===== config.mk =====
export PLATFORM = sky130hd
export DESIGN_NAME = move_encoder
export DESIGN_NICKNAME = d
export VERILOG_FILES = /design/src/rtl/move_encoder.sv
export SDC_FILE = /design/constraint.sdc
export NUM_CORES = 1
export LEC_CHECK = 0
export BUFFER_PORTS_ARGS = -buffer_cell sky130_fd_sc_hd__clkbuf_2
export CAP_MARGIN = 30
export CORE_MARGIN = 2
export CORE_UTILIZATION = 50
export DETAILED_ROUTE_END_ITERATION = 16
export PLACE_DENSITY = 0.73
export SLEW_MARGIN = 25
export SYNTH_ARGS = -nofsm -noshare
export SYNTH_HDL_FRONTEND = slang
export SYNTH_SLANG_ARGS = --single-unit

===== constraint.sdc =====
create_clock -name clk -period 6.2 [get_ports clk]
set_clock_uncertainty 0.1 [all_clocks]
set_input_delay 0.62 -clock clk [delete_from_list [all_inputs] [get_ports clk]]
set_output_delay 0.62 -clock clk [all_outputs]
set_load 0.005 [all_outputs]

===== src/rtl/move_encoder.sv =====
// Tic-tac-toe keypad encoder: turns nine cell buttons into a registered
// cell index 0..8 with debounce, multi-press and occupied-cell rejection.
// Ports:
//   clk, rst      rising-edge clock, synchronous active-high reset
//   btn[8:0]      raw asynchronous buttons, btn[i] = cell i+1
//   occupied[8:0] cell already taken, synchronous to clk
//   sel_ack       controller consumed the pending move
//   sel           registered cell index, zero-extended to SEL_W
//   sel_valid     move pending, held until sel_ack
//   err_multi     1-cycle pulse, more than one button held
//   err_occupied  1-cycle pulse, single press on a taken cell
module move_encoder #(
  parameter int DEBOUNCE_CYCLES = 4,
  parameter int SEL_W           = 9
) (
  input  logic             clk,
  input  logic             rst,
  input  logic [8:0]       btn,
  input  logic [8:0]       occupied,
  input  logic             sel_ack,
  output logic [SEL_W-1:0] sel,
  output logic             sel_valid,
  output logic             err_multi,
  output logic             err_occupied
);

  localparam int CW =
    (DEBOUNCE_CYCLES > 1) ? $clog2(DEBOUNCE_CYCLES) : 1;
  localparam logic [CW-1:0] LAST = CW'(DEBOUNCE_CYCLES - 1);

  typedef enum logic [1:0] {
    IDLE,
    DEBOUNCE,
    VALID,
    RELEASE
  } state_t;

  state_t           state_q, state_d;
  logic [8:0]       sync_q;
  logic [8:0]       btn_s_q;
  logic [8:0]       cap_q, cap_d;
  logic [CW-1:0]    cnt_q, cnt_d;
  logic [SEL_W-1:0] sel_q, sel_d;
  logic             valid_q, valid_d;
  logic             errm_q, errm_d;
  logic             erro_q, erro_d;

  logic [3:0]       pop;
  logic [3:0]       idx;

  // Bit count and highest set index of the captured mask; idx is only
  // used when the mask is one-hot, so "highest" is simply "the" bit.
  always_comb begin
    pop = '0;
    idx = '0;
    for (int i = 0; i < 9; i++) begin
      pop = pop + 4'(cap_q[i]);
      if (cap_q[i]) idx = 4'(i);
    end
  end

  always_comb begin
    state_d = state_q;
    cap_d   = cap_q;
    cnt_d   = cnt_q;
    sel_d   = sel_q;
    valid_d = valid_q;
    errm_d  = 1'b0;
    erro_d  = 1'b0;
    unique case (state_q)
      IDLE: begin
        if (btn_s_q != '0) begin
          cap_d   = btn_s_q;
          cnt_d   = '0;
          state_d = DEBOUNCE;
        end
      end
      DEBOUNCE: begin
        if (btn_s_q != cap_q) begin
          state_d = IDLE;
        end else if (cnt_q == LAST) begin
          // Evaluation cycle: multi-press wins over occupied.
          state_d = RELEASE;
          cnt_d   = '0;
          if (pop > 4'd1) begin
            errm_d = 1'b1;
          end else if ((cap_q & occupied) != '0) begin
            erro_d = 1'b1;
          end else begin
            sel_d   = SEL_W'(idx);
            valid_d = 1'b1;
            state_d = VALID;
          end
        end else begin
          cnt_d = cnt_q + CW'(1);
        end
      end
      VALID: begin
        if (sel_ack) begin
          valid_d = 1'b0;
          cnt_d   = '0;
          state_d = RELEASE;
        end
      end
      RELEASE: begin
        // Rearm only after a full run of released cycles.
        if (btn_s_q != '0) begin
          cnt_d = '0;
        end else if (cnt_q == LAST) begin
          state_d = IDLE;
        end else begin
          cnt_d = cnt_q + CW'(1);
        end
      end
      default: state_d = IDLE;
    endcase
  end

  always_ff @(posedge clk) begin
    if (rst) begin
      state_q <= IDLE;
      sync_q  <= '0;
      btn_s_q <= '0;
      cap_q   <= '0;
      cnt_q   <= '0;
      sel_q   <= '0;
      valid_q <= 1'b0;
      errm_q  <= 1'b0;
      erro_q  <= 1'b0;
    end else begin
      state_q <= state_d;
      sync_q  <= btn;
      btn_s_q <= sync_q;
      cap_q   <= cap_d;
      cnt_q   <= cnt_d;
      sel_q   <= sel_d;
      valid_q <= valid_d;
      errm_q  <= errm_d;
      erro_q  <= erro_d;
    end
  end

  assign sel          = sel_q;
  assign sel_valid    = valid_q;
  assign err_multi    = errm_q;
  assign err_occupied = erro_q;

endmodule


# Yosys cells after proc, flatten, opt, wreduce, memory -nomap -nowiden
# Cells that the tools add are included.
dict set report word_totals {
  register_bits 38
  inputBits 21
  out_inout_bits 12
  word_cells 83
}
dict set report classes {
  add_sub_neg 9
  order_cmp 1
  n_eq_ne 15
  muxes 32
  bitwise_logic 6
  n_reduce_logical 11
}
# operator count
set op_table {}
lappend op_table {{2-to-1 mux 4 bit} 7}
lappend op_table {{2-to-1 mux 2 bit} 12}
lappend op_table {{adder 4 x 1 -> 4 bit} 5}
lappend op_table {{nonzero test 9 bit} 2}
lappend op_table {{inequality test 2 bit, second input constant} 8}
lappend op_table {{one-hot mux 2 bit (4 select lines)} 2}
lappend op_table {{2-to-1 mux 1 bit} 10}
lappend op_table {{AND reduction 5 bit} 2}
lappend op_table {{AND 9 bit} 1}
lappend op_table {{inequality test 9 bit} 1}
lappend op_table {{== test 2 bit, second input constant} 3}
lappend op_table {{inequality test 3 bit, second input constant} 2}
lappend op_table {{AND reduction 6 bit} 1}
lappend op_table {{NOT 1 bit} 5}
lappend op_table {{OR reduction 5 bit} 1}
lappend op_table {{adder 3 x 1 -> 4 bit} 1}
lappend op_table {{> comparator 4 x 1 -> 1 bit, second input constant} 1}
lappend op_table {{AND reduction 4 bit} 1}
lappend op_table {{OR reduction 4 bit} 1}
lappend op_table {{adder 2 x 1 -> 3 bit} 1}
lappend op_table {{adder 1 x 1 -> 2 bit} 1}
lappend op_table {{adder 2 x 1 -> 2 bit, second input constant} 1}
lappend op_table {{== test 2 x 1 -> 1 bit, second input constant} 1}
lappend op_table {{logical NOT 2 bit} 1}
lappend op_table {{other kinds (3)} 3}

# Longest topological paths before layout
# Gate-level depths: netlist (run 1).
dict set report depth {
  word_depth 13
  mapped_depth 14
  depth_no_buf 13
}

# Worst setup path before layout (run 1)
# OpenSTA, ideal clock, no wires.
dict set report synth_path {
  kind {reg2reg}
  from {register cap_q[0]}
  to {register sel_q[3], in the netlist sel[3]}
  setup_ns 0.070
  arrival_time_ns 3.386
  required_ns 6.030
  slack_ns 2.644
  path_stages_with_launch 15
  path_buffers 1
  synth_period_minus_slack_ns 3.556
  cell_sequence {dfxtp_1 fa_1 inv_1 fa_1 fa_1 inv_1 fa_1 inv_1 fa_1 a211oi_1 mux2_2 and4_1 buf_4 a21bo_1 a21oi_1}
}
dict set report synth_between {
  elab_chain_cells 11
  elab_cells_between_ends 16
  classes_between {add/sub (8); order compare (1); eq/ne (1); bitwise (4); reduce/logical (2)}
}
# element line
set synth_rtl {}
lappend synth_rtl {{from (decl)} 41} ;# logic [8:0] cap_q, cap_d;
lappend synth_rtl {{from (signal assigned)} 134} ;# cap_q <= cap_d;
lappend synth_rtl {{adder 1 x 1 -> 2 bit} 57} ;# pop = pop + 4'(cap_q[i]);
lappend synth_rtl {{adder 2 x 1 -> 3 bit} 57}
lappend synth_rtl {{adder 3 x 1 -> 4 bit} 57}
lappend synth_rtl {{adder 4 x 1 -> 4 bit (5 in a row)} 57}
lappend synth_rtl {{> comparator 4 x 1 -> 1 bit} 85} ;# if (pop > 4'd1) begin
lappend synth_rtl {{NOT 1 bit (no line)} n/a}
lappend synth_rtl {{AND reduction 5 bit (no line) (*)} n/a}
lappend synth_rtl {{to (signal assigned)} 136} ;# sel_q <= sel_d;
lappend synth_rtl {{to (decl)} 43} ;# logic [SEL_W-1:0] sel_q, sel_d;
# Mark *: on every way between the ends. The rest lies on a longest branch, timed or not.
# A chain may end at the register's enable or synchronous reset.

# Worst setup path in the final report (run 1)
dict set report layout_path {
  from {register cap_q[0]}
  to {register sel_q[0], in the netlist sel[0]}
}
# The elaborated chain is that of the path after synthesis.

==> results of run 1 <==
state kept, by name, indices dropped and copies added (netlist names), named ones only:
signal and cells:
btn_s_q 9, cap_q 9, cnt_q 2, err_multi 1, err_occupied 1, sel 4, sel_valid 1, state_q 1
sync_q 9
how the worst min path moves through the flow:
stage | from | endpoint | slack (ns) | cells past startpoint
after global placement | sync_q[3] | btn_s_q[3] | 0.32 | 1
after global routing | sync_q[4] | btn_s_q[4] | 0.36 | 1
after floorplan | sync_q[0] | btn_s_q[0] | 0.31 | 1
after detailed placement | sync_q[0] | btn_s_q[0] | 0.32 | 1
after CTS | sync_q[4] | btn_s_q[4] | 0.35 | 1
final | sync_q[2] | btn_s_q[2] | 0.34 | 1
area by class of cell:
| cell class | instances | area, sq um | area share, % |
|---|---|---|---|
| multi-input cells | 136 | 935 | 46.5 |
| flip-flops and latches | 38 | 761 | 37.8 |
| clock inverters | 1 | 30.0 | 1.49 |
| well taps | 46 | 57.6 | 2.86 |
| repair buffers | 27 | 135 | 6.72 |
| clock buffers | 6 | 51.3 | 2.55 |
| inverters | 11 | 41.3 | 2.05 |
critical path, delay by kind of cell (launching register included):
kind                     cells  cell delay (ns)
flip-flops                   1             0.37
AND/OR/NAND/NOR              2             0.58
AO/OA/AOI/OAI                2             0.26
adder cells (fa/ha/maj)      5             1.98
multiplexers                 1             0.19
buffers and inverters        3             0.17
power by group:
| group | switching [uW] | internal, uW |
|---|---|---|
| Combinational | 33.3 | 26.5 |
| Clock | 74.9 | 93.9 |
| Sequential | 9.65 | 254 |
routing by layer:
layer / vias to the layer above / global-route usage, % / wire length (um)
li1: 690 / - / -
met1: 619 / 20.2 / 1480
met2: 39 / 27.6 / 1380
met3: 8 / 5.81 / 168
met4: 0 / 7.07 / 63
met5: - / 0 / 0
cell families (layout without fill, tap and decap cells):
| family | after synthesis | in the layout |
|---|---|---|
| flops | 38 | 38 |
| other cells | 1 | 5 |
| fa+ha+maj | 8 | 8 |
| buf+inv | 24 | 45 |
| mux | 3 | 3 |
| compound gates | 35 | 35 |
| simple gates | 76 | 76 |
| xor+xnor | 9 | 9 |
stage by stage:
stage	hold slack, ns	worst slack, ns
after floorplan	0.314	2.64
after CTS	0.349	2.46
final	0.342	2.45
after global routing	0.365	2.22
after global placement	0.316	2.50
after detailed placement	0.324	2.47
cell usage in the layout, fill, tap and decap left out, drive strengths merged, types with 4 or more instances in the layout:
cell     n
inv     11
nand3    4
clkbuf  33
nand2   22
dfxtp   38
a22oi    5
nor2b   20
conb     5
a21oi   12
nand2b   7
o21ai    7
nor2     9
fa       5
xor2     9
==> key figures, run 1 <==
Synth
  – Xor-xnor portion of the synthesized cell area: 4.37%
  – Synth Instances: 194
  – Seq/Total Area, Yosys: 42.2%
  – Number of flops mapped to enable cells by yosys: 0
  – Synth area leaders: dfxtp_1 (42%), nor2b_1 (6.9%), fa_1 (5.5%), nand2_1 (4.4%), xor2_1 (4.4%)
  – Main synth FF type: dfxtp_1
  – Most frequent cells after synthesis: dfxtp_1 (38), nand2_1 (21), nor2b_1 (20)
  – Syn_area_per_cell: 9.30 sq um
  – Synth Cell Area: 1800 sq um
  – Syn. warnings: 0
  – Synth Area in Simple Gates: 23.8%
  – Synth top area share: 42.2%
  – Post-synthesis adder-cell area fraction: 7.63%
  – Leading area contributor after synthesis: dfxtp_1
  – FF+latch count, synth: 38
  – Post-synthesis compound-gate area fraction: 13.2%
  – Async set or reset register ratio after synthesis: 0%
  – Main combinational cell family by area after synthesis: simple AND/OR/NAND/NOR gates
  – Mux contribution to synthesized area: 1.73%
  – Synth unique cells: 41
  – Most common cell in the synthesized netlist: dfxtp_1

Timing
  – Final setup viols: 0
  – FMAX: 267 MHz
  – RSZ-0062 raised after global routing: false
  – Final worst path period need: 3.75 ns
  – Tightest Pin Transition: 0.826 ns
  – Relative slew slack: 44.9%
  – Final Hold Fails: 0
  – Setup TNS: 0 ns
  – Max Slew Vio Count: 0
  – Period utilisation layout: 60.4%

Global routing
  – Initial antenna violation count: 0
  – Vias in the first global route: 1253
  – Grt ovf: 0
  – First-pass GRT wire length: 5.36 mm
  – Largest net degree at the start of global routing: 44
  – Tot GR Track Use: 16.9%

CTS
  – Clock tree root driver cell: clkbuf_4
  – Post-cts gate resize count: 0
  – Setup bufs post-CTS: 0
  – Clk buf depth: 2
  – CTS Buf Count: 5
  – H-tree depth: 2
  – CTS tree: built
  – Hold-fix buffers at CTS: 0
  – CTS sink count: 38
  – Later-pin clock latency in the skew report: 0.35 ns
  – Worst-path clk slew: 0.11 ns

Finish
  – Non-Filler Instances: 265
  – Fillers: 302
  – Layout Cell Area excl Fill: 2010 sq um
  – Fraction of layout cells with a size suffix above 1: 20.1%
  – Ant. Diodes: 0
  – Layout area overhead: 11.4%
  – Final Core Density: 59.3%
  – Final #Nets: 248

Floorplan
  – Die ar.: 4100 sq um
  – Standard-cell rows: 21
  – Die width: 64.1 um
  – Core area: 3390 sq um
  – Chip height: 64.1 um
  – Initial core utilization: 53.2%
  – Top Ports: 33

Worst setup path
  – Critical path arrival: 3.89 ns
  – Slowest stage delay, CP: 0.54 ns
  – Critical R2R Capture: sel[0]
  – Critical Path Fanout Max: 8
  – Crit. End Element: register
  – FF-to-FF Start: cap_q[0]
  – Worst path cell trace: fa_1, inv_1, fa_1, fa_1, inv_1, fa_1, inv_1, fa_1, a211oi_1, mux2_2, and4_1, and2_4, o21ai_2
  – WS Path Type: register to register
  – R2R depth: 13
  – Most Frequent Cell on Critical Path: fa_1
  – Worst Setup Start Kind: register
  – Slowest cell on crit path: fa_1
  – Crit path to: sel[0]
  – Reg2reg setup slack: 2.45 ns
  – Crit path required time: 6.34 ns
  – Worst setup startpoint: cap_q[0]

Power and ir drop
  – PwrDens: 245 nW/um^2
  – Peak VDD IR: 0.000159 V
  – Static leakage power: 0.000857 uW
  – Total Power: 492 uW

Place
  – Hpwl dp: 2.31 mm
  – Placed cells: 258
  – Placed cell areas: 1930 sq um
  – Number of port buffers: 27
  – Global placement routability congestion: 0.863

Drt
  – Final antenna-violating net count: 0
  – Drt total wl: 3.10 mm
  – DR pass1 iterations: 4
  – Wire per inst: 11.7 um
  – Drt drc: 0
  – Vias: 1356
  – Drt initial violations: 60
  – Vias per std cell: 5.12

Flow run
  – Max_cap viols: 0

Min path
  – Hold Crit Class: register to register

Run status
  – Status: finished clean
Power figures use the tool's default switching activity.
==> run 2: changes to the inputs <==
--- a/config.mk
+++ b/config.mk
@@ -8,9 +8,9 @@
 export BUFFER_PORTS_ARGS = -buffer_cell sky130_fd_sc_hd__clkbuf_2
 export CAP_MARGIN = 30
 export CORE_MARGIN = 2
-export CORE_UTILIZATION = 50
+export CORE_UTILIZATION = 49
 export DETAILED_ROUTE_END_ITERATION = 16
-export PLACE_DENSITY = 0.73
+export PLACE_DENSITY = 0.74
 export SLEW_MARGIN = 25
 export SYNTH_ARGS = -nofsm -noshare
 export SYNTH_HDL_FRONTEND = slang
==> constraint.sdc (replaced) <==
create_clock -name clk -period 3.2 [get_ports clk]
set_clock_uncertainty 0.1 [all_clocks]
set_input_delay 0.32 -clock clk [delete_from_list [all_inputs] [get_ports clk]]
set_output_delay 0.32 -clock clk [all_outputs]
set_load 0.005 [all_outputs]
==> run 2 against run 1 <==
  * The flow now finishes with violations (negative setup slack)
  * Clock power increased to 2.9 times the previous value
  * Critical path type unchanged
  * Die area increased by 1.9%
  * Setup slack got worse by 2.7 ns
  * Hold slack got worse by 0.22 ns
  * Design area increased by 7.9%
  * Final cell count increased by 4.5%
  * Critical path depth unchanged
  * First-iteration DRC count increased by 5.0%
==> key figures, run 2 (synthesized netlist as in run 1, its figures left out) <==
Power and ir drop
  – Total Power: 1120 uW (was 492 uW)
  – P_sw: 261 uW (was 118 uW)
  – Pint: 861 uW (was 374 uW)
  – PwrDens: 517 nW/um^2 (was 245 nW/um^2)
  – Sw frac: 23.3% (was 24.0%)
  – Clock share of power: 43.2% (was 34.3%)
  – Power share of the combinational group: 11.6% (was 12.2%)
  – Peak VDD IR: 0.000290 V (was 0.000159 V)
  – Flop pwr share: 45.2% (was 53.5%)
  – Static leakage power: 0.000939 uW (was 0.000857 uW)

Finish
  – Final #Nets: 257 (was 248)
  – Fillers: 322 (was 302)
  – Final Core Density: 60.2% (was 59.3%)
  – Ant. Diodes: 0 (unchanged)
  – Fraction of layout cells with a size suffix above 1: 27.5% (was 20.1%)
  – Layout area overhead: 20.2% (was 11.4%)
  – Biggest regs: btn_s_q (9), cap_q (9), sync_q (9) (unchanged)
  – Most common cell after layout, fill and taps aside: dfxtp_1 (unchanged)
  – Commonest cells after routing, fill and taps aside: dfxtp_1 (37), clkbuf_2 (27), nor2b_1 (20), nand2_1 (20), a21oi_1 (11) (was dfxtp_1 (38), clkbuf_2 (27), nand2_1 (21))

Floorplan
  – Top Ports: 33 (unchanged)
  – Standard-cell rows: 22 (was 21)
  – Initial core utilization: 50.0% (was 53.2%)
  – Die ar.: 4180 sq um (was 4100 sq um)
  – Core area: 3610 sq um (was 3390 sq um)
  – Chip height: 64.7 um (was 64.1 um)
  – Die width: 64.7 um (was 64.1 um)

Worst setup path
  – FF-to-FF Start: cap_q[0] (unchanged)
  – Worst path cell trace: fa_1, inv_1, fa_1, fa_1, inv_1, fa_2, inv_2, fa_2, a211oi_2, mux2_4, and4_4, and2_4, o21ai_2 (was fa_1, inv_1, fa_1, fa_1, inv_1, fa_1, inv_1, fa_1, a211oi_1, mux2_2, and4_1, and2_4, o21ai_2)
  – Worst Setup Start Kind: register (unchanged)
  – Critical Path Fanout Max: 7 (was 8)
  – Most Frequent Cell on Critical Path: fa_1 (unchanged)
  – WS Path Type: register to register (unchanged)
  – Worst setup startpoint: cap_q[0] (unchanged)
  – Slowest stage delay, CP: 0.53 ns (was 0.54 ns)
  – Crit path required time: 3.29 ns (was 6.34 ns)
  – Critical path arrival: 3.57 ns (was 3.89 ns)
  – Slowest cell on crit path: fa_1 (unchanged)
  – Crit. End Element: register (unchanged)

Global routing
  – Initial antenna violation count: 0 (unchanged)
  – Vias in the first global route: 1239 (was 1253)
  – Grt ovf: 0 (unchanged)
  – Tot GR Track Use: 18.0% (was 16.9%)
  – First-pass GRT wire length: 5.64 mm (was 5.36 mm)
  – Largest net degree at the start of global routing: 44 (unchanged)

Drt
  – Drt drc: 0 (unchanged)
  – Vias: 1381 (was 1356)
  – DR pass1 iterations: 4 (unchanged)
  – Final antenna-violating net count: 0 (unchanged)
  – Drt total wl: 3.36 mm (was 3.10 mm)
  – Met2 WL: 1.61 mm (was 1.38 mm)
  – Drt initial violations: 63 (was 60)
  – Uppermost layer routed: met4 (unchanged)
  – Wire per inst: 12.1 um (was 11.7 um)
  – Met1 wire length: 1.51 mm (was 1.48 mm)
  – DR WL met3: 178 um (was 168 um)
  – Vias per std cell: 4.99 (was 5.12)

CTS
  – Later-pin clock latency in the skew report: 0.30 ns (was 0.35 ns)
  – CTS sink count: 38 (unchanged)
  – Clk buf depth: 2 (unchanged)
  – CTS Buf Count: 5 (unchanged)
  – H-tree depth: 2 (unchanged)
  – Hold-fix buffers at CTS: 0 (unchanged)
  – Worst-path clk slew: 0.08 ns (was 0.11 ns)
  – Clock tree root driver cell: clkbuf_8 (was clkbuf_4)
  – CTS tree: built (unchanged)

Timing
  – Setup ws final: -0.274 ns (was 2.45 ns)
  – Final setup viols: 8 (was 0)
  – RSZ-0062 raised after global routing: true (was false)
  – Tightest Pin Transition: 0.822 ns (was 0.826 ns)
  – Hold WS: 0.124 ns (was 0.342 ns)
  – Max Slew Vio Count: 0 (unchanged)
  – FMAX: 288 MHz (was 267 MHz)
  – Period utilisation layout: 109% (was 60.4%)
  – Final worst path period need: 3.47 ns (was 3.75 ns)
  – Final Hold Fails: 0 (unchanged)
  – Relative slew slack: 45.2% (was 44.9%)

Flow run
  – Max_cap viols: 0 (unchanged)

Place
  – Hpwl dp: 2.37 mm (was 2.31 mm)
  – Global placement routability congestion: 0.864 (was 0.863)
  – Pre-CTS setup slack: -0.420 ns (was 2.47 ns)
  – Number of port buffers: 27 (unchanged)

Run status
  – Status: finished, violations left (was finished clean)
  – Violated checks: negative setup slack

Min path
  – Hold path start: btn[7] (was sync_q[2])
  – Hold Crit Class: input pin to register (was register to register)
[run 2: cell count changes in the layout (fill, tap and decap cells not counted), moves of 2 or more]
cell / before / now
buf_4: 0 / 8
clkbuf_4: 5 / 0
clkbuf_8: 1 / 5
fa_1: 5 / 3
fa_2: 0 / 2
[run 2: layer usage]
layer | vias up | track usage (%)
li1 | 708 | -
met2 | 33 | 30.2
met5 | - | 0
met3 | 7 | 5.21
met1 | 633 | 21.3
met4 | 0 | 7.98
[run 2: timing repair]
action                     in CTS  in global routing
pin swaps                       6                  1
gates resized for setup         2                  4
buffers inserted                0                  1
setup endpoints to repair       8                  8
[run 2: worst paths after layout]
check	slack, ns	depth (start not counted)	endpoint
max	-0.27	13	sel[0]
min	0.12	2	sync_q[7]
max reg2reg	-0.27	13	sel[0]
min reg2reg	0.34	1	btn_s_q[2]
[run 2: worst max-delay path, delay by kind of cell, from the launching register on]
| kind | cells | cell delay, ns |
|---|---|---|
| adder cells (fa/ha/maj) | 5 | 1.96 |
| AND/OR/NAND/NOR | 2 | 0.43 |
| flip-flops | 1 | 0.33 |
| AO/OA/AOI/OAI | 2 | 0.20 |
| multiplexers | 1 | 0.18 |
| buffers and inverters | 3 | 0.17 |
[run 2: area by class of cell]
type	instances	area, sq um	area share, %
Clock buffer	5	68.8	3.17
Clock inverter	3	68.8	3.17
Inverter	11	41.3	1.90
Multi-Input combinational cell	136	962	44.3
Sequential cell	38	762	35.1
Tap cell	48	60.1	2.77
Timing Repair Buffer	36	206	9.52
[run 2: stage by stage]
step	instances	area (sq um)	TNS, ns
floorplan	198	1840	-1.62
finish	277	2170	-1.63
CTS	276	2150	-1.55
global placement	268	2010	-2.13
detailed placement	268	2010	-2.50
global route	277	2170	-2.49
[run 2: power groups by stage]
stage	Sequential [uW]	Combinational, uW	Clock, uW
2_1_floorplan	516	96.7	0
3_3_place_gp	518	125	0
3_5_place_dp	518	128	0
4_1_cts	507	130	492
5_1_grt	510	146	512
6_report	507	130	485
